$ cat config.mk
export PLATFORM = sky130hd
export DESIGN_NAME = auc_loader
export DESIGN_NICKNAME = d
export VERILOG_FILES = /design/src/rtl/auc_loader.sv
export SDC_FILE = /design/constraint.sdc
export NUM_CORES = 2
export LEC_CHECK = 0
export CAP_MARGIN = 20
export CORE_ASPECT_RATIO = 0.9
export CORE_MARGIN = 5
export CORE_UTILIZATION = 35
export CTS_BUF_LIST = sky130_fd_sc_hd__clkbuf_16
export CTS_CLUSTER_SIZE = 25
export DETAILED_ROUTE_END_ITERATION = 7
export MAX_ROUTING_LAYER = met4
export PLACE_DENSITY = 0.49
export SYNTH_ARGS = -nofsm -noshare
export SYNTH_HDL_FRONTEND = slang
export SYNTH_SLANG_ARGS = --single-unit
$ cat constraint.sdc
create_clock -name clk -period 2.6 [get_ports clk]
set_input_delay 0.26 -clock clk [delete_from_list [all_inputs] [get_ports clk]]
set_output_delay 0.26 -clock clk [all_outputs]
set_load 0.02 [all_outputs]
$ cat src/rtl/auc_loader.sv
// Operand loader: gathers host beats into DEPTH words, then bursts them to the AUC decoder.
// Host strobes are fire-and-forget; beats/commands offered while ldr_rdy is low are dropped and flagged on ldr_err.
module auc_loader #(
  parameter int WIDTH = 256,
  parameter int BUSW  = 32,
  parameter int DEPTH = 4
) (
  input  logic             clk,
  input  logic             rst,
  input  logic             host_wen,
  input  logic [BUSW-1:0]  host_wdat,
  input  logic             host_cmd,
  input  logic [2:0]       host_mode,
  input  logic [2:0]       host_nwords,
  input  logic             eng_done,
  output logic [WIDTH-1:0] auc_dat,
  output logic             auc_start,
  output logic [2:0]       auc_mode,
  output logic             ldr_rdy,
  output logic             ldr_err,
  output logic [1:0]       dbg_state
);

  localparam int SLICES = WIDTH / BUSW;
  localparam int NBEATS = DEPTH * SLICES;
  localparam int CNT_W  = $clog2(NBEATS + 1);
  localparam int WIDX_W = (DEPTH > 1) ? $clog2(DEPTH) : 1;
  localparam int SIDX_W = (SLICES > 1) ? $clog2(SLICES) : 1;

  typedef enum logic [1:0] {S_IDLE, S_SEND, S_GAP, S_WAIT} state_t;

  state_t             state_q, state_d;
  logic [WIDTH-1:0]   buf_q [DEPTH];
  logic [WIDTH-1:0]   buf_d [DEPTH];
  logic [CNT_W-1:0]   beat_cnt_q, beat_cnt_d;
  logic [2:0]         len_q, len_d;
  logic [2:0]         idx_q, idx_d;
  logic               gap_q, gap_d;
  logic [WIDTH-1:0]   dat_q, dat_d;
  logic               start_q, start_d;
  logic [2:0]         mode_q, mode_d;
  logic               err_q, err_d;
  logic               rdy_q, rdy_d;

  logic [WIDX_W-1:0]  word_idx;
  logic [SIDX_W-1:0]  slice_idx;
  logic               cmd_ok;

  assign word_idx  = WIDX_W'(beat_cnt_q / CNT_W'(SLICES));
  assign slice_idx = SIDX_W'(beat_cnt_q % CNT_W'(SLICES));
  assign cmd_ok    = (int'(host_nwords) <= DEPTH) &&
                     (int'(beat_cnt_q) == SLICES * int'(host_nwords));

  always_comb begin
    state_d    = state_q;
    buf_d      = buf_q;
    beat_cnt_d = beat_cnt_q;
    len_d      = len_q;
    idx_d      = idx_q;
    gap_d      = gap_q;
    dat_d      = dat_q;
    start_d    = 1'b0;
    mode_d     = mode_q;
    err_d      = 1'b0;

    case (state_q)
      S_IDLE: begin
        if (host_cmd) begin
          // A beat arriving with the command is lost; the command sees the old count.
          if (host_wen) err_d = 1'b1;
          if (cmd_ok) begin
            mode_d  = host_mode;
            len_d   = (host_nwords == 3'd0) ? 3'd1 : host_nwords;
            idx_d   = 3'd1;
            start_d = 1'b1;
            dat_d   = (host_nwords == 3'd0) ? '0 : buf_q[0];
            state_d = S_SEND;
          end else begin
            err_d      = 1'b1;
            buf_d      = '{default: '0};
            beat_cnt_d = '0;
          end
        end else if (host_wen) begin
          if (beat_cnt_q == CNT_W'(NBEATS)) begin
            err_d = 1'b1;
          end else begin
            buf_d[word_idx][slice_idx*BUSW +: BUSW] = host_wdat;
            beat_cnt_d = beat_cnt_q + 1'b1;
          end
        end
      end
      S_SEND: begin
        if (idx_q == len_q) begin
          state_d = S_GAP;
          gap_d   = 1'b0;
        end else begin
          start_d = 1'b1;
          dat_d   = buf_q[WIDX_W'(idx_q)];
          idx_d   = idx_q + 3'd1;
        end
      end
      S_GAP: begin
        if (gap_q) state_d = S_WAIT;
        else       gap_d   = 1'b1;
      end
      S_WAIT: begin
        if (eng_done) begin
          state_d    = S_IDLE;
          buf_d      = '{default: '0};
          beat_cnt_d = '0;
        end
      end
      default: state_d = S_IDLE;
    endcase

    if (state_q != S_IDLE && (host_wen || host_cmd)) err_d = 1'b1;
    rdy_d = (state_d == S_IDLE);
  end

  always_ff @(posedge clk or negedge rst) begin
    if (!rst) begin
      state_q    <= S_IDLE;
      buf_q      <= '{default: '0};
      beat_cnt_q <= '0;
      len_q      <= '0;
      idx_q      <= '0;
      gap_q      <= 1'b0;
      dat_q      <= '0;
      start_q    <= 1'b0;
      mode_q     <= 3'b000;
      err_q      <= 1'b0;
      rdy_q      <= 1'b0;
    end else begin
      state_q    <= state_d;
      buf_q      <= buf_d;
      beat_cnt_q <= beat_cnt_d;
      len_q      <= len_d;
      idx_q      <= idx_d;
      gap_q      <= gap_d;
      dat_q      <= dat_d;
      start_q    <= start_d;
      mode_q     <= mode_d;
      err_q      <= err_d;
      rdy_q      <= rdy_d;
    end
  end

  assign auc_dat   = dat_q;
  assign auc_start = start_q;
  assign auc_mode  = mode_q;
  assign ldr_rdy   = rdy_q;
  assign ldr_err   = err_q;
  assign dbg_state = state_q;

endmodule

# Yosys cells after proc, flatten, opt, wreduce, memory -nomap -nowiden
# Index checks and enable logic that the tools add are counted.
# word_totals
ff_bits	1301
latchBits	0
mem_bits_rw	0
mem_bits_ro	0
in_bits	43
out_inout_bits	264
elab_cells	101
memories	0
# classes
add_sub_neg	3
n_mul	0
div_mod_pow	0
magnitude_cmp	4
eq_ne	14
shift	2
muxes	47
bitwise_logic	2
n_reduce_logical	15
# op_table
operator	n
$mux W1024	5
$pmux W1024 S2	1
$mux W256	7
$bwmux W1024	1
$bmux W256 S2	1
$demux W256 S2	1
$pmux W256 S2	1
$shift A32 B34 Y256 const A	1
$shiftx A32 B34 Y256	1
$neg A8 Y34	1
$mux W6	5
$mux W3	4
$pmux W6 S2	1
$mux W1	11
$mux W2	5
$ne A2 B2 Y1 const B	5
$ne A3 B3 Y1 const B	3
$pmux W2 S4	1
$reduce_bool A2 Y1	4
$add A6 B1 Y6 const B	1
$eq A6 B6 Y1	1
$eq A6 B6 Y1 const B	1
$ge A3 B3 Y1 const B	2
$not A2 Y3	2
other kinds (16)	21

# Longest topological paths before layout
# depth
depth_word	10
depth_mapped	11
depth_no_buf	8

# Worst setup path after synthesis
# Ideal clock, no wire load.
# synth_path
path_type	register to register
startpoint	register beat_cnt_q[0]
endpoint	register buf_q[866] (netlist name)
setup_time_ns	0.066
t_arrival_ns	2.706
required_ns	2.534
slack_ns	-0.172
path_stages_with_launch	11
synth_period_minus_slack_ns	2.772
cell_sequence	dfrtp_1 clkbuf_1 inv_1 ha_1 ha_1 clkbuf_1 and4bb_2 nand2_1 nor3b_1 clkbuf_1 a22o_1
# synth_between
elab_chain_cells	9
# synth_lines
item	line_no	text
start, declared	35	logic [CNT_W-1:0] beat_cnt_q, beat_cnt_d;
start signal, assigned	136	beat_cnt_q <= beat_cnt_d;
$neg A8 Y34	87	buf_d[word_idx][slice_idx*BUSW +: BUSW] = host_wdat;
$shift A32 B34 Y256	87	
$mux W256 (implied by the code)	87	
$demux W256 S2	87	
$bwmux W1024	87	
$mux W1024	84	if (beat_cnt_q == CNT_W'(NBEATS)) begin
$mux W1024	83	end else if (host_wen) begin
$mux W1024	68	if (host_cmd) begin
$pmux W1024 S2	66	case (state_q)
end signal, assigned	135	buf_q <= buf_d;
end, declared	33	logic [WIDTH-1:0] buf_q [DEPTH];
# Parallel ways exist; a longest one is shown, timed or not. The select of a mux whose other input is x is not followed.
# A chain may end at the register's enable or synchronous reset.

# Worst setup path after layout
# layout_path
startpoint	register state_q[0] (netlist: dbg_state[0])
endpoint	output port dbg_state[0]
# layout_lines
item	line_no	text
start, declared	32	state_t state_q, state_d;
start signal, assigned	134	state_q <= state_d;
end, declared	21	output logic [1:0] dbg_state
# No word-level cell between the ends.

==> impl_metrics.csv <==
group,metric,value,unit
status,status,"finished, final reports clean",
routing,top_layer_used,"met4",
finish,drive_gt1_share,21.61,%
timing,slew_headroom,41.85,%
global_route,grtUsageTotal,23.28,%
worst_setup_path,ff2ff_path_depth,11,
yosys,synth_nets,3993,
die,core.rowCount,140,
worst_setup_path,ff2ff_setup_slack,100,ps
timing,clock.fmax,398.4,MHz
worst_setup_path,cp_max_fo,9,
worst_setup_path,worstSetupPathType,"reg2out",
clock_network,cts_buffer_depth,3,
timing,holdWs,87.19,ps
worst_setup_path,crit_start,"dbg_state[0]",
yosys,synth_top_area_share,56.95,%
clock_network,cts_tree,"done",
finish,final_cell_mix,"dfrtp_1 (1299), a22o_1 (629), o2bb2ai_1 (479)",
routing,drt_pre_antenna_iters,5,
worst_hold_path,min_to,"buf_q[633]",
die,die_h,393.4,um
die,pin_count,307,
routing,wl_per_cell,30.34,um
finish,fin_cells,6513,
timing,setup_viol,0,
global_route,grt_pass1_wl,291.9,mm
yosys,synth_cells,3945,
yosys,yosysTopAreaCell,"dfrtp_1",
yosys,ys_ff_latch,1301,
routing,drt_iter0_drc,3556,
clock_network,clk_latency,790,ps
yosys,synthFlopType,"dfrtp_1",
worst_setup_path,required,2340,ps
routing,drc,0,
routing,wirelength,197.6,mm
clock_network,cts_buffers,147,
finish,final_core_util,43.09,%
die,die_x,436.0,um
worst_hold_path,worstHoldStart,"host_wdat[25]",
worst_hold_path,min_path_type,"in2reg",
routing,num_vias,38930,
routing,vias_per_cell,5.977,
routing,wl_met3,14.51,mm
global_route,grt_pass1_vias,40250,
clock_network,clock-sinks,1301,
clock_network,cts_root_buf,"clkbuf_16",
worst_setup_path,r2r-end,"buf_q[325]",
routing,wl_met1,87.56,mm
global_route,overflow,0,
timing,min_period,2510,ps
yosys,async_flop_share,100.0,%
pwr,p_per_area,904.0,mW/mm^2
worst_setup_path,startpoint_type,"flop",
finish,fillCellCount,14640,
global_route,grt_max_degree,129,
routing,ant_nets,0,
placement,globalplace.congestion,0.8249,
yosys,synth.yosys.seq_area_share,56.95,%
flow_run,cap_violations,0,
global_route,antenna_found_initial,19,
worst_setup_path,crit_arrival,2250,ps
yosys,syn_avg_cell_area,14.49,um^2
pwr,leakage,30.76,nW
placement,io_buffers,306,
finish,mostFrequentLayoutCell,"dfrtp_1",
pwr,ir_worst_vdd,0.9780,mV
die,start_util,35.28,%
worst_setup_path,worst_setup_path_end_kind,"primary output",
timing,period_share,96.53,%
timing,skew,31.96,ps
routing,dr_wl_met2,89.84,mm
timing,maxSlewViolCount,0,
placement,place.detailed.hpwl,120.8,mm
die,coreArea,0.1620,mm^2
timing,finalHoldViolCount,0,
timing,rsz0062_at_grt,"true",
finish,area_delta_synth_final,22.14,%
clock_network,cts.clk_slew.worst_paths,60,ps
yosys,ys_warn_count,0,
finish,nets,4313,
yosys,syn_area,0.05716,mm^2
yosys,synth_edf_count,0,
clock_network,cts-htree-levels,4,
placement,dp_cells,6236,
yosys,ys_types,61,
timing,worst_slew_pin_slew,869.5,ps
yosys,yosys-top-cells-area,"dfrtp_1 (57%), mux4_2 (10%), a22o_1 (9.6%), o2bb2ai_1 (7.3%), mux2_1 (3.4%)",
die,die_area,0.1715,mm^2
worst_setup_path,rr_startpoint,"beat_cnt_q[0]",
worst_hold_path,whs_path_depth,3,
-- cell families (layout without fill, tap and decap cells) --
| group | after synthesis | in the layout | synth area share, % |
|---|---|---|---|
| AOI/OAI and AO/OA | 1331 | 1331 | 20.59 |
| xor gates and xnor gates | 5 | 5 | 0.07660 |
| adders and majority gates | 5 | 5 | 0.1094 |
| buffers and inverters | 463 | 896 | 3.874 |
| DFF | 1301 | 1301 | 56.95 |
| muxes | 514 | 514 | 15.17 |
| other | 0 | 5 | 0 |
| and+or+nand+nor | 326 | 326 | 3.235 |
-- worst max-delay path: stages (launching register included) --
cell and delay, ps:
dfrtp_1 610, buf_4 210, clkdlybuf4s50_1 660
-- sequential cells by signal (all words and copies together) (netlist names) --
name and cells:
auc_start 1, ldr_rdy 1, ldr_err 1, beat_cnt_q 6, dbg_state 2, auc_mode 3, auc_dat 256, len_q 3
idx_q 3, buf_q 1024, gap_q 1
-- how the worst max path moves through the flow --
stage | depth (start not counted) | slack [ps] | end
4_1_cts | 2 | 30 | dbg_state[0]
3_5_place_dp | 7 | -90 | buf_q[863]
3_3_place_gp | 7 | -100 | buf_q[858]
2_1_floorplan | 11 | 10 | buf_q[135]
6_report | 2 | 90 | dbg_state[0]
5_1_grt | 9 | -10 | auc_dat[56]
-- cell usage after synthesis, types with 9 or more instances --
cell type	instances
dfrtp_1	1301
a22o_1	629
o2bb2ai_1	479
mux4_2	256
clkbuf_1	202
buf_2	183
mux2_1	175
a32o_1	173
nand2_1	150
mux2_2	82
buf_1	33
nand3_2	28
o21ai_0	28
nor2_1	23
buf_6	21
nand3_1	20
and2_1	19
buf_4	12
or3_1	11
nor3_2	9
-- per-layer routing --
metal,GRT usage [%],vias to the layer above
li1,-,16320
met1,32.03,20980
met2,34.53,1367
met3,5.623,258
met4,6.541,0
met5,-,-
-- metrics by stage --
stage | instance area, um^2 | total power [mW] | setup slack (ps) | TNS, ps
final | 69820 | 63.12 | 90.22 | 0
after global placement | 64900 | 43.10 | -95.83 | -1632
after detailed placement | 64900 | 43.07 | -90.49 | -7003
after floorplan | 57170 | 33.54 | 10.99 | 0
after CTS | 69660 | 63.63 | 32.74 | 0
after global routing | 69820 | 65.59 | -10.63 | -17.46
-- timing repair --
item	in CTS	in global routing
cloned	0	2
pin swaps	1	6
hold buffers	5	0
endpoints found under the setup margin	17	320
resized for setup	0	23
setup buffers	1	2
endpoints found under the hold margin	924	0
-- layout make-up --
type | instances | area (um^2) | share of cell area, %
multi-input cells | 2181 | 22580 | 32.34
flip-flops and latches | 1301 | 32560 | 46.64
repair buffers | 626 | 7291 | 10.44
clock buffers | 148 | 3704 | 5.304
clock inverters | 114 | 977.2 | 1.400
diodes | 5 | 12.51 | 0.01792
inverters | 8 | 30.03 | 0.04301
well taps | 2130 | 2665 | 3.817
-- power by group --
| part | switching (mW) | leakage [nW] | internal, mW |
|---|---|---|---|
| clock network | 9.02 | 2.38 | 11.4 |
| registers | 0.544 | 18.1 | 21.0 |
| logic | 13.7 | 10.2 | 7.44 |
No activity file was read; power rests on OpenSTA's default activity.
